===== src/rtl/song_recorder_if.sv =====
// Note-entry bus between the recorder and whoever drives it: buttons and note operands in,
// packed song vectors and status out.
interface song_recorder_if #(
    parameter int unsigned MAX_NOTES = 75
) ();
    localparam int unsigned VecW = 4 * MAX_NOTES + 1;

    logic            rec_en;
    logic            btn_add;
    logic            btn_del;
    logic            btn_wipe;
    logic [3:0]      single_music;
    logic [1:0]      single_md;
    logic [VecW-1:0] rhyme;
    logic [VecW-1:0] md;
    logic [7:0]      how_long;
    logic            song_valid;
    logic            full;
    logic            ack;

    modport master (
        output rec_en, btn_add, btn_del, btn_wipe, single_music, single_md,
        input  rhyme, md, how_long, song_valid, full, ack
    );

    modport slave (
        input  rec_en, btn_add, btn_del, btn_wipe, single_music, single_md,
        output rhyme, md, how_long, song_valid, full, ack
    );
endinterface


===== src/rtl/song_recorder.sv =====
// Note-entry stage: debounced ADD/DEL/WIPE buttons edit packed note/octave vectors that feed
// the player directly.
module song_recorder #(
    parameter int unsigned DEBOUNCE_CYCLES = 1_000_000,
    parameter int unsigned MAX_NOTES       = 75
) (
    input logic            clk100mhz,
    input logic            clr,
    song_recorder_if.slave bus
);
    localparam int unsigned    VecW   = 4 * MAX_NOTES + 1;
    localparam int unsigned    CntW   = (DEBOUNCE_CYCLES > 1) ? $clog2(DEBOUNCE_CYCLES) : 1;
    localparam logic [CntW-1:0] CntMax = CntW'(DEBOUNCE_CYCLES - 1);
    localparam logic [7:0]     MaxLen = 8'(MAX_NOTES);

    typedef enum logic [0:0] {StIdle, StExec} state_e;
    typedef enum logic [1:0] {CmdAdd, CmdDel, CmdWipe} cmd_e;

    // Button vectors are ordered {wipe, del, add}.
    logic [2:0]      sync1_q, sync2_q;
    logic [2:0]      stable_q, stable_d, rise;
    logic [CntW-1:0] cnt_q [3];
    logic [CntW-1:0] cnt_d [3];
    state_e          state_q, state_d;
    cmd_e            cmd_q, cmd_d;
    logic [VecW-1:0] rhyme_q, rhyme_d, md_q, md_d;
    logic [7:0]      len_q, len_d;
    logic            ack_q, ack_d;
    logic            unused_music_msb;

    assign unused_music_msb = bus.single_music[3];

    always_comb begin
        for (int i = 0; i < 3; i++) begin
            stable_d[i] = stable_q[i];
            cnt_d[i]    = '0;
            rise[i]     = 1'b0;
            if (sync2_q[i] != stable_q[i]) begin
                if (cnt_q[i] == CntMax) begin
                    stable_d[i] = sync2_q[i];
                    rise[i]     = sync2_q[i];
                end else begin
                    cnt_d[i] = cnt_q[i] + 1'b1;
                end
            end
        end
    end

    always_comb begin
        state_d = state_q;
        cmd_d   = cmd_q;
        rhyme_d = rhyme_q;
        md_d    = md_q;
        len_d   = len_q;
        ack_d   = 1'b0;
        unique case (state_q)
            StIdle: begin
                // Only one command per cycle; lower-priority simultaneous events are dropped.
                if (bus.rec_en && (|rise)) begin
                    state_d = StExec;
                    if (rise[2])      cmd_d = CmdWipe;
                    else if (rise[1]) cmd_d = CmdDel;
                    else              cmd_d = CmdAdd;
                end
            end
            StExec: begin
                state_d = StIdle;
                unique case (cmd_q)
                    CmdAdd: begin
                        if (len_q < MaxLen) begin
                            for (int k = 0; k < int'(MAX_NOTES); k++) begin
                                if (8'(k) == len_q) begin
                                    rhyme_d[4*k +: 4] = {1'b0, bus.single_music[2:0]};
                                    md_d[4*k +: 4]    = {2'b00, bus.single_md};
                                end
                            end
                            len_d = len_q + 8'd1;
                            ack_d = 1'b1;
                        end
                    end
                    CmdDel: begin
                        if (len_q != 8'd0) begin
                            for (int k = 0; k < int'(MAX_NOTES); k++) begin
                                if (8'(k) == len_q - 8'd1) begin
                                    rhyme_d[4*k +: 4] = 4'h0;
                                    md_d[4*k +: 4]    = 4'h0;
                                end
                            end
                            len_d = len_q - 8'd1;
                            ack_d = 1'b1;
                        end
                    end
                    CmdWipe: begin
                        rhyme_d = '0;
                        md_d    = '0;
                        len_d   = 8'd0;
                        ack_d   = 1'b1;
                    end
                    default: ;
                endcase
            end
            default: state_d = StIdle;
        endcase
    end

    always_ff @(posedge clk100mhz or posedge clr) begin
        if (clr) begin
            sync1_q  <= '0;
            sync2_q  <= '0;
            stable_q <= '0;
            cnt_q    <= '{default: '0};
            state_q  <= StIdle;
            cmd_q    <= CmdAdd;
            rhyme_q  <= '0;
            md_q     <= '0;
            len_q    <= 8'd0;
            ack_q    <= 1'b0;
        end else begin
            sync1_q  <= {bus.btn_wipe, bus.btn_del, bus.btn_add};
            sync2_q  <= sync1_q;
            stable_q <= stable_d;
            cnt_q    <= cnt_d;
            state_q  <= state_d;
            cmd_q    <= cmd_d;
            rhyme_q  <= rhyme_d;
            md_q     <= md_d;
            len_q    <= len_d;
            ack_q    <= ack_d;
        end
    end

    assign bus.rhyme      = rhyme_q;
    assign bus.md         = md_q;
    assign bus.how_long   = len_q;
    assign bus.ack        = ack_q;
    assign bus.full       = (len_q == MaxLen);
    assign bus.song_valid = (len_q != 8'd0);
endmodule


===== src/flat_wrapper.sv =====
// flat-port wrapper written by rule: the top's interface ports become plain ports
module song_recorder_flat 
#(
    parameter int unsigned DEBOUNCE_CYCLES = 1_000_000,
    parameter int unsigned MAX_NOTES       = 75
)
  (clk100mhz, clr, bus_rec_en, bus_btn_add, bus_btn_del, bus_btn_wipe, bus_single_music, bus_single_md, bus_rhyme, bus_md, bus_how_long, bus_song_valid, bus_full, bus_ack);
  song_recorder_if #(.MAX_NOTES(MAX_NOTES)) bus_i ();
  input logic clk100mhz;
  input logic clr;
  input wire logic [$bits(bus_i.rec_en)-1:0] bus_rec_en;
  input wire logic [$bits(bus_i.btn_add)-1:0] bus_btn_add;
  input wire logic [$bits(bus_i.btn_del)-1:0] bus_btn_del;
  input wire logic [$bits(bus_i.btn_wipe)-1:0] bus_btn_wipe;
  input wire logic [$bits(bus_i.single_music)-1:0] bus_single_music;
  input wire logic [$bits(bus_i.single_md)-1:0] bus_single_md;
  output wire logic [$bits(bus_i.rhyme)-1:0] bus_rhyme;
  output wire logic [$bits(bus_i.md)-1:0] bus_md;
  output wire logic [$bits(bus_i.how_long)-1:0] bus_how_long;
  output wire logic [$bits(bus_i.song_valid)-1:0] bus_song_valid;
  output wire logic [$bits(bus_i.full)-1:0] bus_full;
  output wire logic [$bits(bus_i.ack)-1:0] bus_ack;
  assign bus_i.rec_en = bus_rec_en;
  assign bus_i.btn_add = bus_btn_add;
  assign bus_i.btn_del = bus_btn_del;
  assign bus_i.btn_wipe = bus_btn_wipe;
  assign bus_i.single_music = bus_single_music;
  assign bus_i.single_md = bus_single_md;
  assign bus_rhyme = bus_i.rhyme;
  assign bus_md = bus_i.md;
  assign bus_how_long = bus_i.how_long;
  assign bus_song_valid = bus_i.song_valid;
  assign bus_full = bus_i.full;
  assign bus_ack = bus_i.ack;
  song_recorder #(.DEBOUNCE_CYCLES(DEBOUNCE_CYCLES), .MAX_NOTES(MAX_NOTES)) u_core (.clk100mhz(clk100mhz), .clr(clr), .bus(bus_i));
endmodule

===== config.mk =====
export PLATFORM = sky130hd
export DESIGN_NAME = song_recorder_flat
export DESIGN_NICKNAME = d
export VERILOG_FILES = /design/src/rtl/song_recorder_if.sv /design/src/rtl/song_recorder.sv /design/src/flat_wrapper.sv
export SDC_FILE = /design/constraint.sdc
export NUM_CORES = 1
export LEC_CHECK = 0
export ABC_AREA = 1
export CAP_MARGIN = 20
export CORE_AREA = 8 8 213 317
export CTS_CLUSTER_SIZE = 12
export DETAILED_ROUTE_END_ITERATION = 7
export DIE_AREA = 0 0 221 325
export HOLD_SLACK_MARGIN = 0.03
export PLACE_DENSITY = 0.68
export SLEW_MARGIN = 15
export SYNTH_ARGS = -nofsm -noshare
export SYNTH_HDL_FRONTEND = slang
export SYNTH_SLANG_ARGS = --single-unit
export TNS_END_PERCENT = 1

===== constraint.sdc =====
create_clock -name clk100mhz -period 25.5 [get_ports clk100mhz]
set_input_delay 7.65 -clock clk100mhz [delete_from_list [all_inputs] [get_ports clk100mhz]]
set_output_delay 7.65 -clock clk100mhz [all_outputs]
set_load 0.02 [all_outputs]

==> metrics <==
via density per instance=5.02; floorplan die area=71,800 µm²; initial antenna violation count=2; share of the synthesized area in the top cell type=48.2%; complex-gate fraction of the synthesized area=3.29%; I/O pins=625; First-pass DRT Iterations=8; maximum number of pins on one net before global-route repair=133; net count reported at finish=3,282; number of design rule violations left after detail routing=14; Synth area leader=sky130_fd_sc_hd__dfrtp_1; fill cell count=6,148; Clock Tree Root=sky130_fd_sc_hd__clkbuf_16; leakage=0.0131 µW; path category of the worst min-delay check=flip-flop to flip-flop; wire length of the first global-routing pass=128,000 µm; fraction of final layout cells sized beyond drive strength 1=9.09%; clk_lat worst skew=0.60 ns; number of buffer cells added on primary ports=396; horizontal die dimension=221 µm; number of placement rows=113; family with the most delay on the worst path=simple AND/OR/NAND/NOR gates; average wire per cell in the routed design=20.6 µm; remaining global-route overflow=0; number of endpoints failing setup at the final stage=0; count of different cell masters after synthesis=45; Avg Inst Size Synth=8.28 µm²; post-CTS repair timing setup buffer count=0; power density normalized to cell area=50.4 nW/µm²; clock buffers created by TritonCTS=47; post-synthesis instance total=2,862; via count of the first global-routing pass=20,500; synthesized flop and latch total=456; adder-cell area share of the yosys netlist=0.687%; maximum clock skew at final layout=0.0189 ns; transition at the pin with the smallest max-transition slack=1.16 ns; area share of xor/xnor cells in the synthesized design=0.766%; post-CTS resize count=0; failing checks=design-rule violations; mux cell area share after synthesis=0%; Max Root-Sink Buffers=3; IR Drop Worst-Case VDD=0.0456 mV; Final Hold Viols=0; Worst Path Max Fanout=7; area growth from synthesis to layout=22.8%; Yosys warning count=0; basic-gate share of the synthesized area counting and, or, nand and nor cells=36.2%; reg2reg setup slack=22.10 ns; startpoint type of the worst setup path=flip-flop; relative max-transition margin=22.4%; Vias=20,500; outcome=complete, but fails checks; crit path time final=10.80 ns; RePlAce Congestion=0.943; combinational family with the most area after synthesis=simple AND/OR/NAND/NOR gates; Std-Cell Core Area=62,900 µm²; final WL=84,100 µm; Antenna Violating Nets Remaining=0; DP HPWL=60,900 µm; kind of capture point of the worst setup path=primary output; worst slack, placed=15.01 ns; cells along the critical path=ha_1, inv_1, nor2_1, and2_1, clkdlybuf4s50_1; Worst path slowest cell=sky130_fd_sc_hd__nor2_1; Peak Freq=92.6 MHz; post-synthesis sequential area ratio=48.2%; clock-pin slew of the registers on the worst-case setup and hold paths=0.06 ns; CP arrival=3.15 ns; number of buffers inserted by hold repair at cts=0; post-route worst setup slack=14.70 ns; Worst EP required=17.85 ns; chip height=325 µm; clk sinks=456; Bufs and invs on worst path=2; Largest stage delay, worst path=0.68 ns; H-tree levels=2; critical path class=flip-flop to primary output; DRC marker count from the first detailed-route iteration=1,813; Slew Limit Fails=0; commonest non-fill, non-tap cells in the layout=940 x sky130_fd_sc_hd__nand2_1, 489 x sky130_fd_sc_hd__nand3_1, 456 x sky130_fd_sc_hd__dfrtp_1; area of the mapped netlist=23,700 µm²; initial core utilization=37.6%; global routing usage summed across all routing layers=22.8%; TritonCTS clock tree=yes; Max Cap Viol=0; setup tns final=0 ns; most common cell after layout, fill and taps aside=sky130_fd_sc_hd__nand2_1; RSZ-0062 raised after global routing=no; post-route clock period utilization=42.4%; leading cell types by total area after synthesis=sky130_fd_sc_hd__dfrtp_1 48%, sky130_fd_sc_hd__nand2_1 15%, sky130_fd_sc_hd__nand3_1 10%, sky130_fd_sc_hd__buf_4 7.4%, sky130_fd_sc_hd__nor2_8 2.5%
==> worst paths after layout <==
path                                             start                    end  depth (start not counted)
max in group asynchronous                          clr   u_core.bus.rhyme[33]                          4
worst min-delay path                 u_core.sync1_q[2]      u_core.sync2_q[2]                          0
worst max register to register  u_core.bus.how_long[1]     u_core.bus.md[232]                         11
worst max-delay path            u_core.bus.how_long[1]               bus_full                          5
min in group asynchronous                          clr  u_core.bus.rhyme[150]                          2
worst min register to register       u_core.sync1_q[2]      u_core.sync2_q[2]                          0
==> sequential cells by signal, indices dropped and copies added, names as in the netlist <==
name                 count
u_core.bus.how_long      8
u_core.sync2_q           3
u_core.bus.md          150
u_core.state_q           1
u_core.cnt_q            60
u_core.bus.ack           1
u_core.cmd_q             2
u_core.stable_q          3
u_core.bus.rhyme       225
u_core.sync1_q           3
==> stage by stage <==
step | instance area (µm²) | hold WS, ns | power (µW) | std cells | util [%]
floorplan | 24500 | 0.331 | 818 | 3088 | -
global placement | 27700 | 0.335 | 808 | 4011 | 44.0
detailed placement | 27700 | 0.339 | 808 | 4013 | 44.0
CTS | 29100 | 0.350 | 1480 | 4083 | 46.2
global route | 29100 | 0.354 | 1510 | 4083 | 46.2
finish | 29100 | 0.347 | 1460 | 4084 | 46.2
==> area by class of cell <==
cell class	instances	area, µm²	area share [%]
tap	805	1010	3.46
multi-input combinational	2218	10600	36.4
antenna	1	2.50	0.00860
sequential	456	11400	39.2
timing repair buffer	436	4300	14.8
clock inverter	8	125	0.430
clock buffer	62	1270	4.37
inverter	98	382	1.31
==> Yosys cell counts (all sizes together) <==
library cell and count:
a211oi 2, a21oi 108, a31oi 2, a32oi 1
a41oi 1, and2 1, and3 3, buf 263
clkbuf 53, conb 1, dfrtp 456, ha 13
inv 98, nand2 1031, nand3 491, nand3b 3
nand4 22, nor2 226, nor3 31, nor3b 1
nor4 1, o211a 1, o211ai 2, o21a 3
o21ai 28, o22ai 1, xnor2 4, xor2 15
==> report_power, final <==
group,leakage [µW],total (µW),internal [µW],switching (µW)
Sequential,0.00439,726,725,1.08
Clock,0.000680,670,376,293
Combinational,0.00804,69.1,5.00,64.1
==> per-layer routing <==
metal / wire [µm] / vias up / GRT usage (%) / share of wire [%]
met5: 13 / - / 0 / 0.015
met3: 5550 / 195 / 4.59 / 6.6
li1: - / 9598 / - / -
met4: 5280 / 2 / 12.8 / 6.3
met1: 32800 / 9775 / 26.6 / 39
met2: 40500 / 933 / 38.8 / 48
==> logic make-up after synthesis <==
kind of cell | count (synthesis)
simple gates | 1810
compound gates | 149
xor+xnor | 19
flops | 456
fa+ha+maj | 13
other cells | 1
buf+inv | 414
==> worst reg2reg max path: stages (launching register included) <==
cell and delay (ns):
sky130_fd_sc_hd__dfrtp_1 0.50, sky130_fd_sc_hd__inv_1 0.20, sky130_fd_sc_hd__ha_1 0.31, sky130_fd_sc_hd__nand3_2 0.14, sky130_fd_sc_hd__nor2_2 0.26, sky130_fd_sc_hd__nand2_2 0.12
sky130_fd_sc_hd__nand4_4 0.38, sky130_fd_sc_hd__buf_12 0.65, sky130_fd_sc_hd__nor2_2 0.40, sky130_fd_sc_hd__nand2_1 0.23, sky130_fd_sc_hd__nand2_1 0.07, sky130_fd_sc_hd__nand2_1 0.06
Note: power is estimated with default switching activity, not from simulation.
